File: src/rtl/ssd_scan_driver.sv
// ssd_scan_driver
// Feeds a four-digit multiplexed seven-segment display. A 16-bit value is
// accepted over a valid/ready handshake and shown either as four hex digits
// or, after a 16-cycle sequential double-dabble conversion, as four decimal
// digits. A free-running prescaler steps the selected digit.
//
// Ports:
//   clk          system clock, rising edge
//   rst          synchronous reset, active-high
//   value_valid  value/mode presented this cycle
//   value_ready  block can accept a value (low while converting)
//   value        16-bit value to display
//   mode         0 = hex, 1 = decimal (sampled at acceptance)
//   blank_lz     blank leading zero digits (live level)
//   digit_code   nibble of the selected digit, to the segment decoder
//   digit_en     active-low one-hot digit select, bit 0 = least significant
//   ovf          last accepted decimal value exceeded 9999
//   busy         decimal conversion in progress
module ssd_scan_driver #(
  parameter int PRESCALE = 50000,
  parameter int DIGITS   = 4
) (
  input  logic        clk,
  input  logic        rst,
  input  logic        value_valid,
  output logic        value_ready,
  input  logic [15:0] value,
  input  logic        mode,
  input  logic        blank_lz,
  output logic [3:0]  digit_code,
  output logic [3:0]  digit_en,
  output logic        ovf,
  output logic        busy
);

  localparam int PW = (PRESCALE > 2) ? $clog2(PRESCALE) : 1;
  localparam logic [PW-1:0] PRESC_LAST = PW'(PRESCALE - 1);

  typedef enum logic {IDLE = 1'b0, CONV = 1'b1} state_t;

  state_t         state_r, state_s;
  logic [15:0]    disp_r, disp_s;
  logic           ovf_r, ovf_s;
  logic [15:0]    bin_r, bin_s;
  logic [15:0]    bcd_r, bcd_s;
  logic [3:0]     iter_r, iter_s;
  logic [15:0]    adj_s;
  logic [PW-1:0]  presc_r;
  logic [1:0]     idx_r;
  logic           blank_s;

  // Double-dabble correction: add 3 to every BCD nibble that is 5 or more.
  function automatic logic [15:0] add3(input logic [15:0] b);
    logic [15:0] r;
    r = b;
    for (int i = 0; i < 4; i++) begin
      if (b[4*i +: 4] >= 4'd5) begin
        r[4*i +: 4] = b[4*i +: 4] + 4'd3;
      end else begin
        r[4*i +: 4] = b[4*i +: 4];
      end
    end
    return r;
  endfunction

  // FSM state register.
  always_ff @(posedge clk) begin
    if (rst) begin
      state_r <= IDLE;
    end else begin
      state_r <= state_s;
    end
  end

  // Display, overflow and converter datapath registers.
  always_ff @(posedge clk) begin
    if (rst) begin
      disp_r <= 16'h0000;
      ovf_r  <= 1'b0;
      bin_r  <= 16'h0000;
      bcd_r  <= 16'h0000;
      iter_r <= 4'd0;
    end else begin
      disp_r <= disp_s;
      ovf_r  <= ovf_s;
      bin_r  <= bin_s;
      bcd_r  <= bcd_s;
      iter_r <= iter_s;
    end
  end

  // Next-state, datapath updates and handshake outputs.
  always_comb begin
    state_s     = state_r;
    disp_s      = disp_r;
    ovf_s       = ovf_r;
    bin_s       = bin_r;
    bcd_s       = bcd_r;
    iter_s      = iter_r;
    adj_s       = add3(bcd_r);
    value_ready = (state_r == IDLE);
    busy        = (state_r == CONV);
    case (state_r)
      IDLE: begin
        if (value_valid) begin
          if (!mode) begin
            disp_s = value;
            ovf_s  = 1'b0;
          end else if (value > 16'd9999) begin
            disp_s = 16'h9999;
            ovf_s  = 1'b1;
          end else begin
            bin_s   = value;
            bcd_s   = 16'h0000;
            iter_s  = 4'd0;
            state_s = CONV;
          end
        end else begin
          state_s = IDLE;
        end
      end
      CONV: begin
        // One iteration: corrected BCD and binary shift left as one word.
        {bcd_s, bin_s} = {adj_s[14:0], bin_r, 1'b0};
        if (iter_r == 4'd15) begin
          // Last iteration lands straight in the display register.
          disp_s  = {adj_s[14:0], bin_r[15]};
          ovf_s   = 1'b0;
          state_s = IDLE;
        end else begin
          iter_s = iter_r + 4'd1;
        end
      end
      default: begin
        state_s = IDLE;
      end
    endcase
  end

  // Free-running digit prescaler and index, independent of the FSM.
  always_ff @(posedge clk) begin
    if (rst) begin
      presc_r <= '0;
      idx_r   <= 2'd0;
    end else if (presc_r == PRESC_LAST) begin
      presc_r <= '0;
      idx_r   <= idx_r + 2'd1;
    end else begin
      presc_r <= presc_r + PW'(1);
    end
  end

  // Digit mux and leading-zero blanking; digit 0 is never blanked.
  always_comb begin
    digit_code = 4'h0;
    blank_s    = 1'b0;
    case (idx_r)
      2'd0: begin
        digit_code = disp_r[3:0];
        blank_s    = 1'b0;
      end
      2'd1: begin
        digit_code = disp_r[7:4];
        blank_s    = blank_lz && (disp_r[15:4] == 12'h000);
      end
      2'd2: begin
        digit_code = disp_r[11:8];
        blank_s    = blank_lz && (disp_r[15:8] == 8'h00);
      end
      2'd3: begin
        digit_code = disp_r[15:12];
        blank_s    = blank_lz && (disp_r[15:12] == 4'h0);
      end
      default: begin
        digit_code = 4'h0;
        blank_s    = 1'b0;
      end
    endcase
    if (blank_s) begin
      digit_en = 4'b1111;
    end else begin
      digit_en = ~(4'b0001 << idx_r);
    end
  end

  assign ovf = ovf_r;

endmodule

File: config.mk
export PLATFORM = sky130hd
export DESIGN_NAME = ssd_scan_driver
export DESIGN_NICKNAME = d
export VERILOG_FILES = /design/src/rtl/ssd_scan_driver.sv
export SDC_FILE = /design/constraint.sdc
export NUM_CORES = 1
export LEC_CHECK = 0
export ABC_CLOCK_PERIOD_IN_PS = 3500
export BUFFER_PORTS_ARGS = -buffer_cell sky130_fd_sc_hd__buf_2
export CAP_MARGIN = 40
export CORE_MARGIN = 2
export CORE_UTILIZATION = 43
export DETAILED_ROUTE_END_ITERATION = 7
export GPL_TIMING_DRIVEN = 0
export PLACE_DENSITY_LB_ADDON = 0.08
export SLEW_MARGIN = 15
export SYNTH_ARGS = -nofsm -noshare
export SYNTH_HDL_FRONTEND = slang
export SYNTH_SLANG_ARGS = --single-unit
export TNS_END_PERCENT = 10
File: constraint.sdc
create_clock -name clk -period 3.5 [get_ports clk]
set_input_delay 1.05 -clock clk [delete_from_list [all_inputs] [get_ports clk]]
set_output_delay 1.05 -clock clk [all_outputs]
set_load 0.02 [all_outputs]
**Word-level counts from Yosys, hierarchy flattened**

Index checks and enable logic that the tools add are counted.

- Word-level logic and storage cells: 80
- Flip-flop bits (word level): 72
- Output and inout bits: 11

- Shifts and indexed selects: 1
- Bitwise operators: 2
- $lt $le $gt $ge: 5
- Equality and inequality tests: 11
- Mux-type cells: 35
- Reductions and logical operators: 11
- Add/subtract/negate cells: 7

Operator list:

| operator | count |
|---|---|
| 16-bit two-way mux | 10 |
| 16-bit one-hot mux with 2 select lines | 3 |
| 4-bit two-way mux | 8 |
| 16-bit by 1-bit adder with 16-bit output (second input constant) | 1 |
| 16-bit equality test (second input constant) | 1 |
| 4-bit by 3-bit >= comparator with 1-bit output (second input constant) | 4 |
| 16-bit by 14-bit > comparator with 1-bit output (second input constant) | 1 |
| 4-bit one-hot mux with 4 select lines | 1 |
| 4-bit by 2-bit adder with 4-bit output (second input constant) | 3 |
| 12-bit zero test | 1 |
| 8-bit zero test | 1 |
| 1-bit two-way mux | 8 |
| 4-bit one-hot mux with 2 select lines | 1 |
| 2-bit inequality test (second input constant) | 3 |
| 3-bit AND reduction | 2 |
| 4-bit by 1-bit adder with 4-bit output (second input constant) | 1 |
| 2-bit equality test (second input constant) | 2 |
| 4-bit equality test (second input constant) | 1 |
| 4-bit zero test | 1 |
| 2-bit by 1-bit inequality test with 1-bit output (second input constant) | 2 |
| 4-bit inverter | 1 |
| 1-bit one-hot mux with 2 select lines | 2 |
| 1-bit one-hot mux with 4 select lines | 1 |
| 4-bit AND reduction | 1 |
| 10 further kinds | 12 |

**Logic depth before layout (Yosys ltp)**

Gate-level depths: netlist (run 1).

- Depth after elaboration: 5
- Gate-level depth with buffers: 7
- Depth with buffers taken out: 6

**Worst setup path before layout (run 1)**

OpenSTA, ideal clock, no wires.

- Path type: in2out
- From: input port blank_lz
- To: output port digit_en[1]
- Data required time: 2.450 ns
- Data arrival time: 1.646 ns
- Cell stages on the path: 2
- Slack: 0.804 ns
- Path buffers: 0
- Path through: nand3b_1 -> o21ai_0

- Word-level cells in the longest chain between the ends: 3
- Elaborated cells on any way between the ends: 5

Ends and longest elaborated chain:

| element | line | RTL |
|---|---|---|
| start, declared | 29 | `input logic blank_lz,` |
| 1-bit logical AND (on tied branches) | 172, 164, 168 |  |
| 1-bit one-hot mux with 4 select lines (*) | 157 | `case (idx_r)` |
| 4-bit two-way mux (*) | 179 | `if (blank_s) begin` |
| end, declared | 31 | `output logic [3:0] digit_en,` |

Every way passes the cells marked *; elsewhere a longest branch is shown, timed or not.

**Worst setup path in the final report (run 1)**

- From: register state_r, in the netlist busy
- To: output port value_ready

- Word-level cells in the longest chain between the ends: 1

Ends and longest elaborated chain:

| element | line | RTL |
|---|---|---|
| start, declared | 41 | `state_t state_r, state_s;` |
| start signal, assigned | 71 | `state_r <= state_s;` |
| 1-bit inverter | -- |  |
| end, declared | 26 | `output logic value_ready,` |

No other way between the ends.

==> flow_metrics.py, run 1 <==
metrics = {
    "hold_path": {
        "hold_path_startpoint": "bin_r[14]$_SDFFE_PP0P_",
        "min_to": "bin_r[15]$_SDFFE_PP0P_",
        "hold_class": "reg2reg",
        "holdPathStages": 2,
    },
    "synth": {
        "yosys_warnings": 0,
        "ys_seq_area_frac": 0.3655,
        "synthCells": 448,
        "yosys_register_bits": 72,
        "syn_avg_cell_area_sq_um": 8.803,
        "ys_async_sr_fraction": 0,
        "synth-edff-count": 0,
        "syn_nets": 484,
        "synth_cell_types": 61,
        "syn_area_sq_um": 3944,
        "synth_ff_type": "dfxtp_1",
    },
    "routing": {
        "ant_nets": 0,
        "drc": 0,
        "drt-initial-drc-count": 311,
        "drtPass1Iterations": 5,
        "via_per_inst": 6.248,
        "vias": 3755,
        "routed_wl_um": 11650,
        "avgRoutedWirePerCell_um": 19.39,
    },
    "power_and_ir_drop": {
        "ir_worst_vdd_mv": 0.1823,
        "p_leak_nw": 1.593,
        "total_power_mw": 1.698,
        "p_per_area_nw_per_um2": 384.1,
    },
    "worst_setup_path": {
        "rr_worst_depth": 5,
        "slowest_stage": "buf_1",
        "crit_chain": "clkbuf_1 -> inv_1 -> buf_1 -> clkbuf_1 -> buf_2",
        "max_stage_delay_ns": 0.51,
        "worstReg2RegEnd": "bcd_r[5]$_SDFFE_PP0P_",
        "cp.depth": 5,
        "critPathTopFamily": "buffers and inverters",
        "crit_buf_inv": 5,
        "critical_path.max_fanout": 10,
        "cp-end-kind": "output pin",
        "r2r_slack_ns": 0.98,
        "r2r_start": "busy$_SDFF_PP0_",
        "start_kind": "flip-flop",
        "cp_data_arrival_time_ns": 2.37,
        "critical_path_class": "reg2out",
        "crit_required_ns": 2.45,
        "crit_path_frequent_cell": "clkbuf_1",
    },
    "final_layout": {
        "nNetsFinal": 524,
        "drive_gt1_frac": 0.1237,
        "utilization": 0.5021,
        "fin_cells": 601,
        "stdcell_area_sq_um": 4422,
        "syn_to_final_growth_pct": 12.12,
        "antenna_cells": 0,
    },
    "timing": {
        "worst_pin_slew_ns": 0.7439,
        "hold_viol_final": 0,
        "finalCriticalPeriod_ns": 3.421,
        "slew_viol_final": 0,
        "tns_ns": 0,
        "grt_setup_unrepaired": "false",
        "finClkSkew_ns": 0.008708,
        "fin_crit_sh": 0.9773,
        "relSlewSlack": 0.5022,
        "setup_viol": 0,
        "fmax_ghz": 0.2923,
    },
    "placement": {
        "port_buffers": 29,
        "place_area_sq_um": 4224,
        "dp_cells": 585,
        "gp_congestion": 0.9077,
        "dp_hpwl_um": 8485,
    },
    "floorplanning": {
        "start_util": 0.4479,
        "dieWidth_um": 99.77,
        "dieArea_sq_um": 9954,
        "die_h_um": 99.77,
        "io_pins": 32,
        "core_sq_um": 8806,
        "rows": 34,
    },
    "global_route": {
        "grt_overflow": 0,
        "track_usage": 0.2433,
        "grt_pass1_wl_um": 19020,
        "grt_start_max_net_pins": 13,
        "antenna_found_initial": 0,
        "grt_pass1_vias": 3532,
    },
    "clock_network": {
        "path_clk_slew_ns": 0.08,
        "clock-sinks": 72,
        "htreeDepth": 3,
        "post_cts_buffers": 0,
        "clk_latency_ns": 0.35,
        "cts_buffers": 9,
        "cts_resized": 0,
        "hold_buffers": 0,
        "cts_buffer_depth": 2,
        "cts_tree": "built",
        "cts-root-buf": "clkbuf_8",
    },
    "status": {
        "status": "complete, no violations",
    },
    "job": {
        "maxCapViolCount": 0,
    },
}
[through the flow]
stage          hold WS [ns]  setup WS, ns
2_1_floorplan        0.4261        0.8040
3_3_place_gp         0.4391        0.5097
3_5_place_dp         0.4453        0.5055
4_1_cts              0.4561        0.1434
5_1_grt              0.4687     0.0007998
6_report             0.4596       0.07935
[cell families after synthesis]
kind of cell | Yosys count | synth area share
adder cells (fa/ha/maj) | 15 | 0.04759
flip-flops | 72 | 0.3655
AND/OR/NAND/NOR | 129 | 0.1783
multiplexers | 12 | 0.03173
buffers and inverters | 58 | 0.05996
AO/OA/AOI/OAI | 140 | 0.2681
XOR/XNOR | 22 | 0.04886
[per-layer routing]
metal  up-vias  share of wire  track usage
li1       1790              -            -
met3        22          0.052      0.03691
met5         -              0            0
met2       140           0.45       0.3721
met4         0          0.028       0.1043
met1      1803           0.47       0.3423
[how the worst max path moves through the flow]
stage / from / to
2_1_floorplan: blank_lz / digit_en[1]
3_3_place_gp: busy$_SDFF_PP0_ / value_ready
3_5_place_dp: value[7] / bin_r[11]$_SDFFE_PP0P_
4_1_cts: busy$_SDFF_PP0_ / value_ready
5_1_grt: busy$_SDFF_PP0_ / value_ready
6_report: busy$_SDFF_PP0_ / value_ready
[report_power, final]
part | leakage [nW] | internal (mW) | switching [mW]
logic | 0.909 | 0.0546 | 0.111
clock network | 0.0993 | 0.348 | 0.323
registers | 0.585 | 0.844 | 0.0175
total | 1.59 | 1.25 | 0.452
[sequential cells by signal, summed over array words and instances, names as in the netlist]
signal   cells
bcd_r       16
presc_r     16
ovf          1
idx_r        2
iter_r       4
bin_r       16
busy         1
disp_r      16
[Yosys cell counts (6+ instances only)]
| master | count | share of area |
|---|---|---|
| mux2i_1 | 8 | 0.020 |
| clkbuf_1 | 27 | 0.026 |
| nand4_1 | 13 | 0.021 |
| inv_1 | 26 | 0.025 |
| o21ai_0 | 20 | 0.025 |
| a311oi_1 | 15 | 0.033 |
| nand3_1 | 24 | 0.030 |
| a21oi_1 | 23 | 0.029 |
| o211ai_1 | 14 | 0.027 |
| xnor2_1 | 9 | 0.020 |
| nand2_1 | 15 | 0.014 |
| nand2b_1 | 6 | 0.0095 |
| nor2_1 | 35 | 0.033 |
| o32ai_1 | 6 | 0.013 |
| xor2_1 | 13 | 0.029 |
| a31oi_1 | 14 | 0.022 |
| ha_1 | 15 | 0.048 |
| dfxtp_1 | 72 | 0.37 |
[layout make-up]
| type | count | area, sq um |
|---|---|---|
| buffer | 32 | 138.9 |
| clock buffer | 11 | 141.4 |
| clock inverter | 5 | 56.30 |
| fill | 904 | 4384 |
| inverter | 26 | 97.59 |
| multi-input combinational | 318 | 2266 |
| sequential | 72 | 1441 |
| tap | 108 | 135.1 |
| timing repair buffer | 29 | 145.1 |
[worst min-delay path: stages, from the launching register on]
cell     delay [ns]
dfxtp_1        0.31
nand2_1        0.05
a21oi_1        0.05
[cell usage in the layout (no fill, tap or decap), types with 20 or more instances in the layout]
cell type | synthesis | final
buf_2 | 0 | 29
nand3_1 | 24 | 24
a21oi_1 | 23 | 23
inv_1 | 26 | 26
o21ai_0 | 20 | 20
nor2_1 | 35 | 35
dfxtp_1 | 72 | 72
clkbuf_1 | 27 | 28
Note: power is estimated with default switching activity, not from simulation.
==> run 2, diff against run 1 <==
--- a/config.mk
+++ b/config.mk
@@ -10,6 +10,7 @@
 export CAP_MARGIN = 40
 export CORE_MARGIN = 2
 export CORE_UTILIZATION = 43
+export CTS_BUF_LIST = sky130_fd_sc_hd__clkbuf_16
 export DETAILED_ROUTE_END_ITERATION = 7
 export GPL_TIMING_DRIVEN = 0
 export PLACE_DENSITY_LB_ADDON = 0.08
==> run 2 against run 1 <==
Compared with the run above:
- design area increased by 2.1%
- via count decreased by 1.5%
- highest routed layer unchanged
- largest cell class unchanged
- critical endpoint unchanged
- clock skew decreased by 0.0020 ns
- clock power increased by 34%
- count of clock-buffer cells in the layout decreased by 2
- non-clock buffer count unchanged
- fmax about the same
- critical path depth unchanged
- core utilization increased by 1.0 points
- setup slack got worse by 0.0011 ns
==> flow_metrics.py, run 2 (same netlist as run 1, synthesis figures left out) <==
metrics = {
    "job": {
        "maxCapViolCount": 0,
    },
    "timing": {
        "slew_viol_final": 0,
        "finalCriticalPeriod_ns": 3.422,
        "grt_setup_unrepaired": "false",
        "worst_pin_slew_ns": 0.7575,
        "tns_ns": 0,
        "fmax_ghz": 0.2923,
        "fin_crit_sh": 0.9776,
        "hold_viol_final": 0,
        "relSlewSlack": 0.4931,
        "finClkSkew_ns": 0.006673,
        "setup_viol": 0,
    },
    "routing": {
        "drc": 0,
        "drtPass1Iterations": 5,
        "avgRoutedWirePerCell_um": 19.47,
        "drt-initial-drc-count": 420,
        "via_per_inst": 6.155,
        "vias": 3699,
        "routed_wl_um": 11700,
        "ant_nets": 0,
    },
    "global_route": {
        "antenna_found_initial": 0,
        "grt-busiest-layer": "met2",
        "grt_pass1_vias": 3551,
        "grt_start_max_net_pins": 13,
        "track_usage": 0.2451,
        "grt_overflow": 0,
        "grtUsageMet1": 0.3404,
        "grt_pass1_wl_um": 19080,
        "met3_usage": 0.03482,
        "grt_use_met2": 0.3794,
    },
    "worst_setup_path": {
        "crit_required_ns": 2.45,
        "cp_data_arrival_time_ns": 2.37,
        "slowest_stage": "buf_1",
        "critical_path.max_fanout": 10,
        "crit_buf_inv": 5,
        "max_stage_delay_ns": 0.52,
        "crit_path_frequent_cell": "clkbuf_1",
        "crit_chain": "clkbuf_1 -> inv_1 -> buf_1 -> clkbuf_1 -> buf_2",
        "cp-end-kind": "output pin",
        "critical_path_class": "reg2out",
        "start_kind": "flip-flop",
        "critPathTopFamily": "buffers and inverters",
    },
    "clock_network": {
        "cts_buffers": 9,
        "hold_buffers": 0,
        "cts_buffer_depth": 2,
        "htreeDepth": 3,
        "path_clk_slew_ns": 0.06,
        "cts_tree": "built",
        "cts_resized": 0,
        "clk_latency_ns": 0.33,
        "cts-root-buf": "clkbuf_16",
        "clock-sinks": 72,
        "post_cts_buffers": 0,
    },
    "power_and_ir_drop": {
        "p_leak_nw": 1.638,
        "pwr-share-clk": 0.466,
        "p_seq_frac": 0.447,
        "p_int_mw": 1.445,
        "p_per_area_nw_per_um2": 427.2,
        "p_sw_mw": 0.4835,
        "combPwrFrac": 0.086,
        "ir_worst_vdd_mv": 0.2914,
        "netSwitchingFraction": 0.2508,
    },
    "hold_path": {
        "hold_class": "reg2reg",
    },
    "final_layout": {
        "nNetsFinal": 524,
        "stdcell_area_sq_um": 4513,
        "nFillCells": 882,
        "antenna_cells": 0,
        "syn_to_final_growth_pct": 14.44,
        "drive_gt1_frac": 0.1217,
        "final_common_cell": "dfxtp_1",
        "final_cell_mix": "dfxtp_1 (72), nor2_1 (35), buf_2 (29)",
    },
    "placement": {
        "gp_congestion": 0.9077,
        "place_area_sq_um": 4224,
        "dp_hpwl_um": 8485,
        "port_buffers": 29,
    },
    "floorplanning": {
        "start_util": 0.4479,
        "dieWidth_um": 99.77,
        "core_sq_um": 8806,
        "die_h_um": 99.77,
        "rows": 34,
        "dieArea_sq_um": 9954,
        "io_pins": 32,
    },
    "status": {
        "status": "complete, no violations",
    },
}
-- run 2: cell types whose count changed in the layout (fill, tap and decap cells not counted) --
cell       before  now
clkbuf_1       28   27
clkinv_1        0    1
clkbuf_16       0    9
clkbuf_8       10    0
inv_1          26   27
-- run 2: worst paths after layout --
check / start / endpoint / slack (ns) / cells after the start
setup / recovery: busy$_SDFF_PP0_ / value_ready / 0.08 / 5
hold / removal: bin_r[14]$_SDFFE_PP0P_ / bin_r[15]$_SDFFE_PP0P_ / 0.45 / 2
setup reg to reg: busy$_SDFF_PP0_ / disp_r[3]$_SDFFE_PP0P_ / 0.95 / 6
hold reg to reg: bin_r[14]$_SDFFE_PP0P_ / bin_r[15]$_SDFFE_PP0P_ / 0.45 / 2
-- run 2: layer usage --
metal / up-vias / routed length (um)
li1: 1785 / -
met1: 1770 / 5513
met2: 116 / 5318
met3: 28 / 507
met4: 0 / 360
met5: - / 0
-- run 2: worst reg2reg max path, delay by kind of cell (launching register included) --
family                 cells  cell delay (ns)
buffers and inverters      4             1.60
AOI/OAI and AO/OA          2             0.54
DFF                        1             0.31
-- run 2: final cells by class --
type,count,area (sq um),share of cell area
Timing Repair Buffer,29,145.1,0.03216
Buffer,32,138.9,0.03077
Clock inverter,7,63.81,0.01414
Tap cell,108,135.1,0.02994
Inverter,26,97.59,0.02162
Sequential cell,72,1441,0.3194
Clock buffer,9,225.2,0.04990
Multi-Input combinational cell,318,2266,0.5021
-- run 2: power groups by stage --
stage	sequential [mW]	clock (mW)	combinational, mW
global route	0.865	0.948	0.180
finish	0.863	0.899	0.166
global placement	0.879	0	0.162
floorplan	0.876	0	0.100
detailed placement	0.880	0	0.163
CTS	0.862	0.909	0.164
-- run 2: stage by stage --
step / setup slack, ns / power [mW] / hold WS [ns] / util / instances
after CTS: 0.1690 / 1.936 / 0.4520 / 0.5125 / 601
after global routing: 0.02563 / 1.994 / 0.4665 / 0.5125 / 601
final: 0.07829 / 1.928 / 0.4500 / 0.5125 / 601
after detailed placement: 0.5055 / 1.043 / 0.4453 / 0.4797 / 585
after global placement: 0.5097 / 1.041 / 0.4391 / 0.4797 / 585
after floorplan: 0.8040 / 0.9765 / 0.4261 / - / 448
